--- src/rtl/lockin_fifo_pkg.sv ---
// Shared types and widths for the lock-in sample FIFO.
// LOCKIN_FIFO_TIMESTAMP_EN adds a 32-bit cycle timestamp to each stored sample.
package lockin_fifo_pkg;

  localparam int unsigned DATA_W = 24;
  localparam int unsigned SEQ_W  = 8;
  localparam int unsigned DROP_W = 16;
  localparam int unsigned TS_W   = 32;

  typedef struct packed {
    logic [SEQ_W-1:0]  seq;
    logic [DATA_W-1:0] x;
    logic [DATA_W-1:0] y;
`ifdef LOCKIN_FIFO_TIMESTAMP_EN
    logic [TS_W-1:0]   ts;
`endif
  } sample_t;

endpackage

--- src/rtl/lockin_fifo_mem.sv ---
// Sample storage: synchronous write, asynchronous read (maps to distributed RAM).
module lockin_fifo_mem
  import lockin_fifo_pkg::*;
#(
  parameter int unsigned DEPTH = 64,
  localparam int unsigned AW   = $clog2(DEPTH)
) (
  input  logic          clk,
  input  logic          we_i,
  input  logic [AW-1:0] waddr_i,
  input  sample_t       wdata_i,
  input  logic [AW-1:0] raddr_i,
  output sample_t       rdata_o
);

  sample_t mem_q [DEPTH];

  always_ff @(posedge clk) begin
    if (we_i) begin
      mem_q[waddr_i] <= wdata_i;
    end
  end

  assign rdata_o = mem_q[raddr_i];

endmodule

--- src/rtl/lockin_sample_fifo.sv ---
// Sequence-tagged FIFO between the lock-in stage and software, with first-word fall-through.
// Define LOCKIN_FIFO_TIMESTAMP_EN to store a free-running cycle count with each sample (ts_o).
module lockin_sample_fifo #(
  parameter int unsigned DATA_W = 24,
  parameter int unsigned SEQ_W  = 8,
  parameter int unsigned DEPTH  = 64,
  localparam int unsigned AW    = $clog2(DEPTH),
  localparam int unsigned PW    = AW + 1
) (
  input  logic                     clk,
  input  logic                     reset,
  input  logic                     wr_tick_i,
  input  logic signed [DATA_W-1:0] x_i,
  input  logic signed [DATA_W-1:0] y_i,
  input  logic                     rd_req_i,
  input  logic                     clr_ovf_i,
`ifdef LOCKIN_FIFO_TIMESTAMP_EN
  output logic [31:0]              ts_o,
`endif
  output logic [31:0]              x_o,
  output logic [31:0]              y_o,
  output logic                     valid_o,
  output logic [PW-1:0]            level_o,
  output logic                     full_o,
  output logic                     overflow_o,
  output logic [15:0]              drop_cnt_o
);

  import lockin_fifo_pkg::*;

  logic [PW-1:0]     wr_ptr_q, wr_ptr_d, rd_ptr_q, rd_ptr_d;
  logic [SEQ_W-1:0]  seq_q;
  logic              rd_req_q;
  logic              overflow_q, overflow_d;
  logic [DROP_W-1:0] drop_cnt_q, drop_cnt_d;
  logic              valid_q;
  sample_t           head_q, head_d, wr_sample, rd_sample;
  logic              empty, full, pop, push, drop;

  assign empty = (wr_ptr_q == rd_ptr_q);
  assign full  = (wr_ptr_q[AW] != rd_ptr_q[AW]) && (wr_ptr_q[AW-1:0] == rd_ptr_q[AW-1:0]);
  assign pop   = rd_req_i && !rd_req_q && !empty;
  // A pop in the same cycle frees the slot, so a tick into a full FIFO is not dropped.
  assign push  = wr_tick_i && (!full || pop);
  assign drop  = wr_tick_i && full && !pop;

  assign wr_ptr_d = wr_ptr_q + PW'(push);
  assign rd_ptr_d = rd_ptr_q + PW'(pop);

`ifdef LOCKIN_FIFO_TIMESTAMP_EN
  logic [TS_W-1:0] ts_q;

  always_ff @(posedge clk) begin
    if (reset) begin
      ts_q <= '0;
    end else begin
      ts_q <= ts_q + 1'b1;
    end
  end

  assign wr_sample = '{seq: seq_q, x: x_i, y: y_i, ts: ts_q};
  assign ts_o      = head_q.ts;
`else
  assign wr_sample = '{seq: seq_q, x: x_i, y: y_i};
`endif

  lockin_fifo_mem #(
    .DEPTH (DEPTH)
  ) u_mem (
    .clk     (clk),
    .we_i    (push),
    .waddr_i (wr_ptr_q[AW-1:0]),
    .wdata_i (wr_sample),
    .raddr_i (rd_ptr_d[AW-1:0]),
    .rdata_o (rd_sample)
  );

  // Next head: bypass the write data when the entry being written becomes the head.
  always_comb begin
    head_d = head_q;
    if (wr_ptr_d != rd_ptr_d) begin
      head_d = (push && (rd_ptr_d == wr_ptr_q)) ? wr_sample : rd_sample;
    end
  end

  always_comb begin
    overflow_d = overflow_q;
    drop_cnt_d = drop_cnt_q;
    if (drop) begin
      overflow_d = 1'b1;
      if (clr_ovf_i) begin
        drop_cnt_d = DROP_W'(1);
      end else if (drop_cnt_q != '1) begin
        drop_cnt_d = drop_cnt_q + 1'b1;
      end
    end else if (clr_ovf_i) begin
      overflow_d = 1'b0;
      drop_cnt_d = '0;
    end
  end

  always_ff @(posedge clk) begin
    if (reset) begin
      wr_ptr_q   <= '0;
      rd_ptr_q   <= '0;
      seq_q      <= '0;
      rd_req_q   <= 1'b1;  // a request held across reset must fall before it can pop
      overflow_q <= 1'b0;
      drop_cnt_q <= '0;
      valid_q    <= 1'b0;
      head_q     <= '0;
    end else begin
      wr_ptr_q   <= wr_ptr_d;
      rd_ptr_q   <= rd_ptr_d;
      seq_q      <= seq_q + SEQ_W'(wr_tick_i);
      rd_req_q   <= rd_req_i;
      overflow_q <= overflow_d;
      drop_cnt_q <= drop_cnt_d;
      valid_q    <= (wr_ptr_d != rd_ptr_d);
      head_q     <= head_d;
    end
  end

  assign x_o        = {head_q.seq, head_q.x};
  assign y_o        = {head_q.seq, head_q.y};
  assign valid_o    = valid_q;
  assign level_o    = wr_ptr_q - rd_ptr_q;
  assign full_o     = full;
  assign overflow_o = overflow_q;
  assign drop_cnt_o = drop_cnt_q;

endmodule

--- config.mk ---
export PLATFORM = sky130hd
export DESIGN_NAME = lockin_sample_fifo
export DESIGN_NICKNAME = d
export VERILOG_FILES = /design/src/rtl/lockin_fifo_pkg.sv /design/src/rtl/lockin_fifo_mem.sv /design/src/rtl/lockin_sample_fifo.sv
export SDC_FILE = /design/constraint.sdc
export NUM_CORES = 2
export LEC_CHECK = 0
export ABC_AREA = 1
export CORE_MARGIN = 2
export CORE_UTILIZATION = 40
export DETAILED_ROUTE_END_ITERATION = 8
export PLACE_DENSITY = 0.57
export SYNTH_ARGS = -nofsm -noshare
export SYNTH_HDL_FRONTEND = slang
export SYNTH_SLANG_ARGS = --single-unit
--- constraint.sdc ---
create_clock -name clk -period 14.64 [get_ports clk]
set_clock_uncertainty 0.15 [all_clocks]
set_input_delay 2.928 -clock clk [delete_from_list [all_inputs] [get_ports clk]]
set_output_delay 2.928 -clock clk [all_outputs]
set_load 0.02 [all_outputs]
==> impl_metrics.toml <==
[outcome]
run_status = "finished clean"

[route]
detail-route-antenna-nets = 0
viasPerCell = 5.603
drt-total-wl_um = 542800
count_of_routing_violations_after_the_opening_detailed_route_iteration = 15430
drt-pass1-iter-count = 8
remaining_drc_errors = 0
dr_total_vias = 111800
drt-wirelength-per-cell_um = 27.21

[floorplan]
initial_standard_cell_utilization_of_the_core_pct = 40.21
die_height_um = 637.7
fp.coreArea_mm2 = 0.3994
die_x_um = 637.7
row_cnt = 232
fp.dieArea_mm2 = 0.4066
ioPinCount = 143

[yosys]
sequential_element_share_of_the_synthesized_area_pct = 68.22
syn_inst = 14520
syn_area_per_cell_um2 = 11.06
ys_top_cells_by_area = "sky130_fd_sc_hd__edfxtp_1 67%, sky130_fd_sc_hd__nand3_1 12%, sky130_fd_sc_hd__nand2_1 6.0%"
post_synth_instance_area_mm2 = 0.1606
yosys_warnings = 0
netlist.top_cell.by_area = "sky130_fd_sc_hd__edfxtp_1"
netlist-cell-type-count = 41
synth-seq-cells = 3681
yosys.area.top_type_share_pct = 67.01
syn-num-nets = 14590

[place]
io_buffers = 142
dp_hpwl_um = 262700
final_weighted_congestion_of_routability_driven_global_placement = 0.8098
numPlacedInstances = 19200

[global_route]
grt_pass1_vias = 104900
first_pass_grt_wire_length_um = 769300
globalRouteOverflowTotal = 0
grt_util_all_layers_pct = 25.98
number_of_antenna_violations_at_the_first_check_in_global_routing = 28
grt_max_degree = 197

[timing]
slew-limit-headroom_pct = 6.574
max_slew.worst_pin.slew_ps = 1398
setup_viol = 0
fmax_mhz = 111.7
fin_crit_sh_pct = 61.13
min_period_ps = 8949
timing_max_transition_violations_final = 0
unrepaired_setup_endpoints_after_global_routing = "false"
whs_ps = 338.7
setup_total_negative_slack_ps = 0
report.final.hold_viol_count = 0

[worst_setup_path]
required_ps = 15340
setup.worst_path.start = "rd_req_i"
critPathLaunchType = "input pin"
worst_r2r_startpoint = "wr_ptr_q[0]"
critPathCaptureType = "flop"
crit_fanout = 162
startpoint_to_endpoint_class_of_the_critical_path = "input pin to flop"
worst-endpoint-arrival_ps = 9650

[layout]
final_util_pct = 44.94
nets = 14400
flow.area_growth_from_synthesis_pct = 11.75
final_cell_count_no_fill = 19950
share_of_layout_cells_above_drive_strength_1_pct = 6.603

[power_and_ir_drop]
power.density_mw_per_mm2 = 126.9
power.static_leakage_nw = 68.84
worst_ir_drop_vdd_mv = 0.1020

[clock_network]
htree_levels = 5
cts_buffers = 392
hold_buffers_post_cts = 0
cts.repair.resized = 0
post_cts_repair_timing_setup_buffer_count = 0
insertion_delay_ps = 990
clk_root_buffer_cell = "sky130_fd_sc_hd__clkbuf_16"
tritoncts = "built"
buffers_from_clock_root_to_sink_at_most = 4
cts_sinks = 3681
path_clk_slew_ps = 60

[hold_path]
worst_hold_path_type = "flop to flop"
hold_start = "overflow_o"

[flow_run]
reported_max_cap_violation_count = 0
==> layer usage <==
layer / routed length (um) / track usage, % / vias up
met5: 32 / 0 / -
met4: 24850 / 10.95 / 6
met3: 46440 / 3.461 / 1049
met2: 249500 / 41.88 / 5563
met1: 222000 / 35.39 / 55530
li1: - / - / 49640
==> power breakdown <==
part / internal, W / switching, W / leakage (nW)
clock network: 0.00554 / 0.00424 / 6.09
logic: 0.000353 / 0.000945 / 29.6
registers: 0.0116 / 0.0000998 / 33.1
total: 0.0175 / 0.00528 / 68.8
==> worst max-delay path, cell delays in order <==
cell,delay (ps)
sky130_fd_sc_hd__clkdlybuf4s50_1,400
sky130_fd_sc_hd__inv_1,290
sky130_fd_sc_hd__nor2_1,160
sky130_fd_sc_hd__nand3_4,670
sky130_fd_sc_hd__buf_4,730
sky130_fd_sc_hd__buf_12,680
sky130_fd_sc_hd__buf_4,920
sky130_fd_sc_hd__buf_12,640
sky130_fd_sc_hd__buf_4,780
sky130_fd_sc_hd__nand3b_1,170
sky130_fd_sc_hd__nand3_1,130
sky130_fd_sc_hd__nand3_1,90
sky130_fd_sc_hd__nand3_1,130
sky130_fd_sc_hd__nand3_1,190
sky130_fd_sc_hd__nand3_1,150
sky130_fd_sc_hd__nand3_1,90
sky130_fd_sc_hd__nand2_1,100
sky130_fd_sc_hd__nand2_1,50
==> synthesized netlist by cell type, drive strengths merged <==
| master | n |
|---|---|
| a211oi | 2 |
| a21oi | 22 |
| a221oi | 1 |
| a2bb2oi | 1 |
| a31oi | 1 |
| and3 | 2 |
| buf | 495 |
| clkbuf | 517 |
| clkinv | 1 |
| dfxtp | 97 |
| edfxtp | 3584 |
| fa | 1 |
| ha | 12 |
| inv | 1910 |
| nand2 | 2580 |
| nand3 | 3827 |
| nand3b | 1117 |
| nand4 | 14 |
| nor2 | 222 |
| nor3 | 10 |
| nor3b | 1 |
| nor4 | 4 |
| o211ai | 56 |
| o21a | 1 |
| o21ai | 20 |
| o221a | 1 |
| o31ai | 1 |
| o41ai | 1 |
| or2 | 1 |
| xnor2 | 5 |
| xor2 | 15 |
==> layout by cell type (no fill, tap or decap), types with 89 or more instances in the layout <==
cell type	n
sky130_fd_sc_hd__nand3_1	3825
sky130_fd_sc_hd__edfxtp_1	3584
sky130_fd_sc_hd__nand2_1	2572
sky130_fd_sc_hd__inv_1	1900
sky130_fd_sc_hd__nand3b_1	1117
sky130_fd_sc_hd__clkbuf_16	397
sky130_fd_sc_hd__buf_4	255
sky130_fd_sc_hd__nor2_1	155
sky130_fd_sc_hd__clkbuf_1	106
sky130_fd_sc_hd__clkdlybuf4s50_1	93
sky130_fd_sc_hd__dfxtp_1	89
==> state kept, by name (all words and copies together), names as in the netlist <==
register	flops
rd_req_q	1
seq_q	8
u_mem.mem_q	3584
valid_o	1
rd_ptr_q	7
overflow_o	1
drop_cnt_o	16
x_o	32
wr_ptr_q	7
y_o	24
==> worst paths after layout <==
| kind | to | slack [ps] | cells after the start |
|---|---|---|---|
| max | y_o[20] | 5690 | 18 |
| min | overflow_o | 340 | 2 |
| max reg2reg | y_o[20] | 6940 | 20 |
| min reg2reg | overflow_o | 340 | 2 |
==> stage by stage <==
step           setup WS (ps)  total power (W)  cell area, um2
2_1_floorplan           7898          0.01265          160600
3_3_place_gp            4988          0.01322          166900
3_5_place_dp            4920          0.01323          166900
4_1_cts                 5933          0.02289          179400
5_1_grt                 5467          0.02339          179500
6_report                5691          0.02278          179500
==> layout make-up <==
cell class	instances	area [um2]
fillers	36560	219900
diodes	27	67.56
multi-input cells	7918	39920
well taps	5265	6588
clock inverters	196	1778
repair buffers	425	3651
flip-flops and latches	3681	109600
clock buffers	529	10690
inverters	1911	7208
==> cell families after synthesis <==
group,after synthesis,synth area share (%)
buffers and inverters,2923,7.285
xor gates and xnor gates,20,0.1208
AOI/OAI and AO/OA,107,0.4386
and+or+nand+nor,7778,23.83
DFF,3681,68.22
adders and majority gates,13,0.1059
No activity file was read; power rests on OpenSTA's default activity.
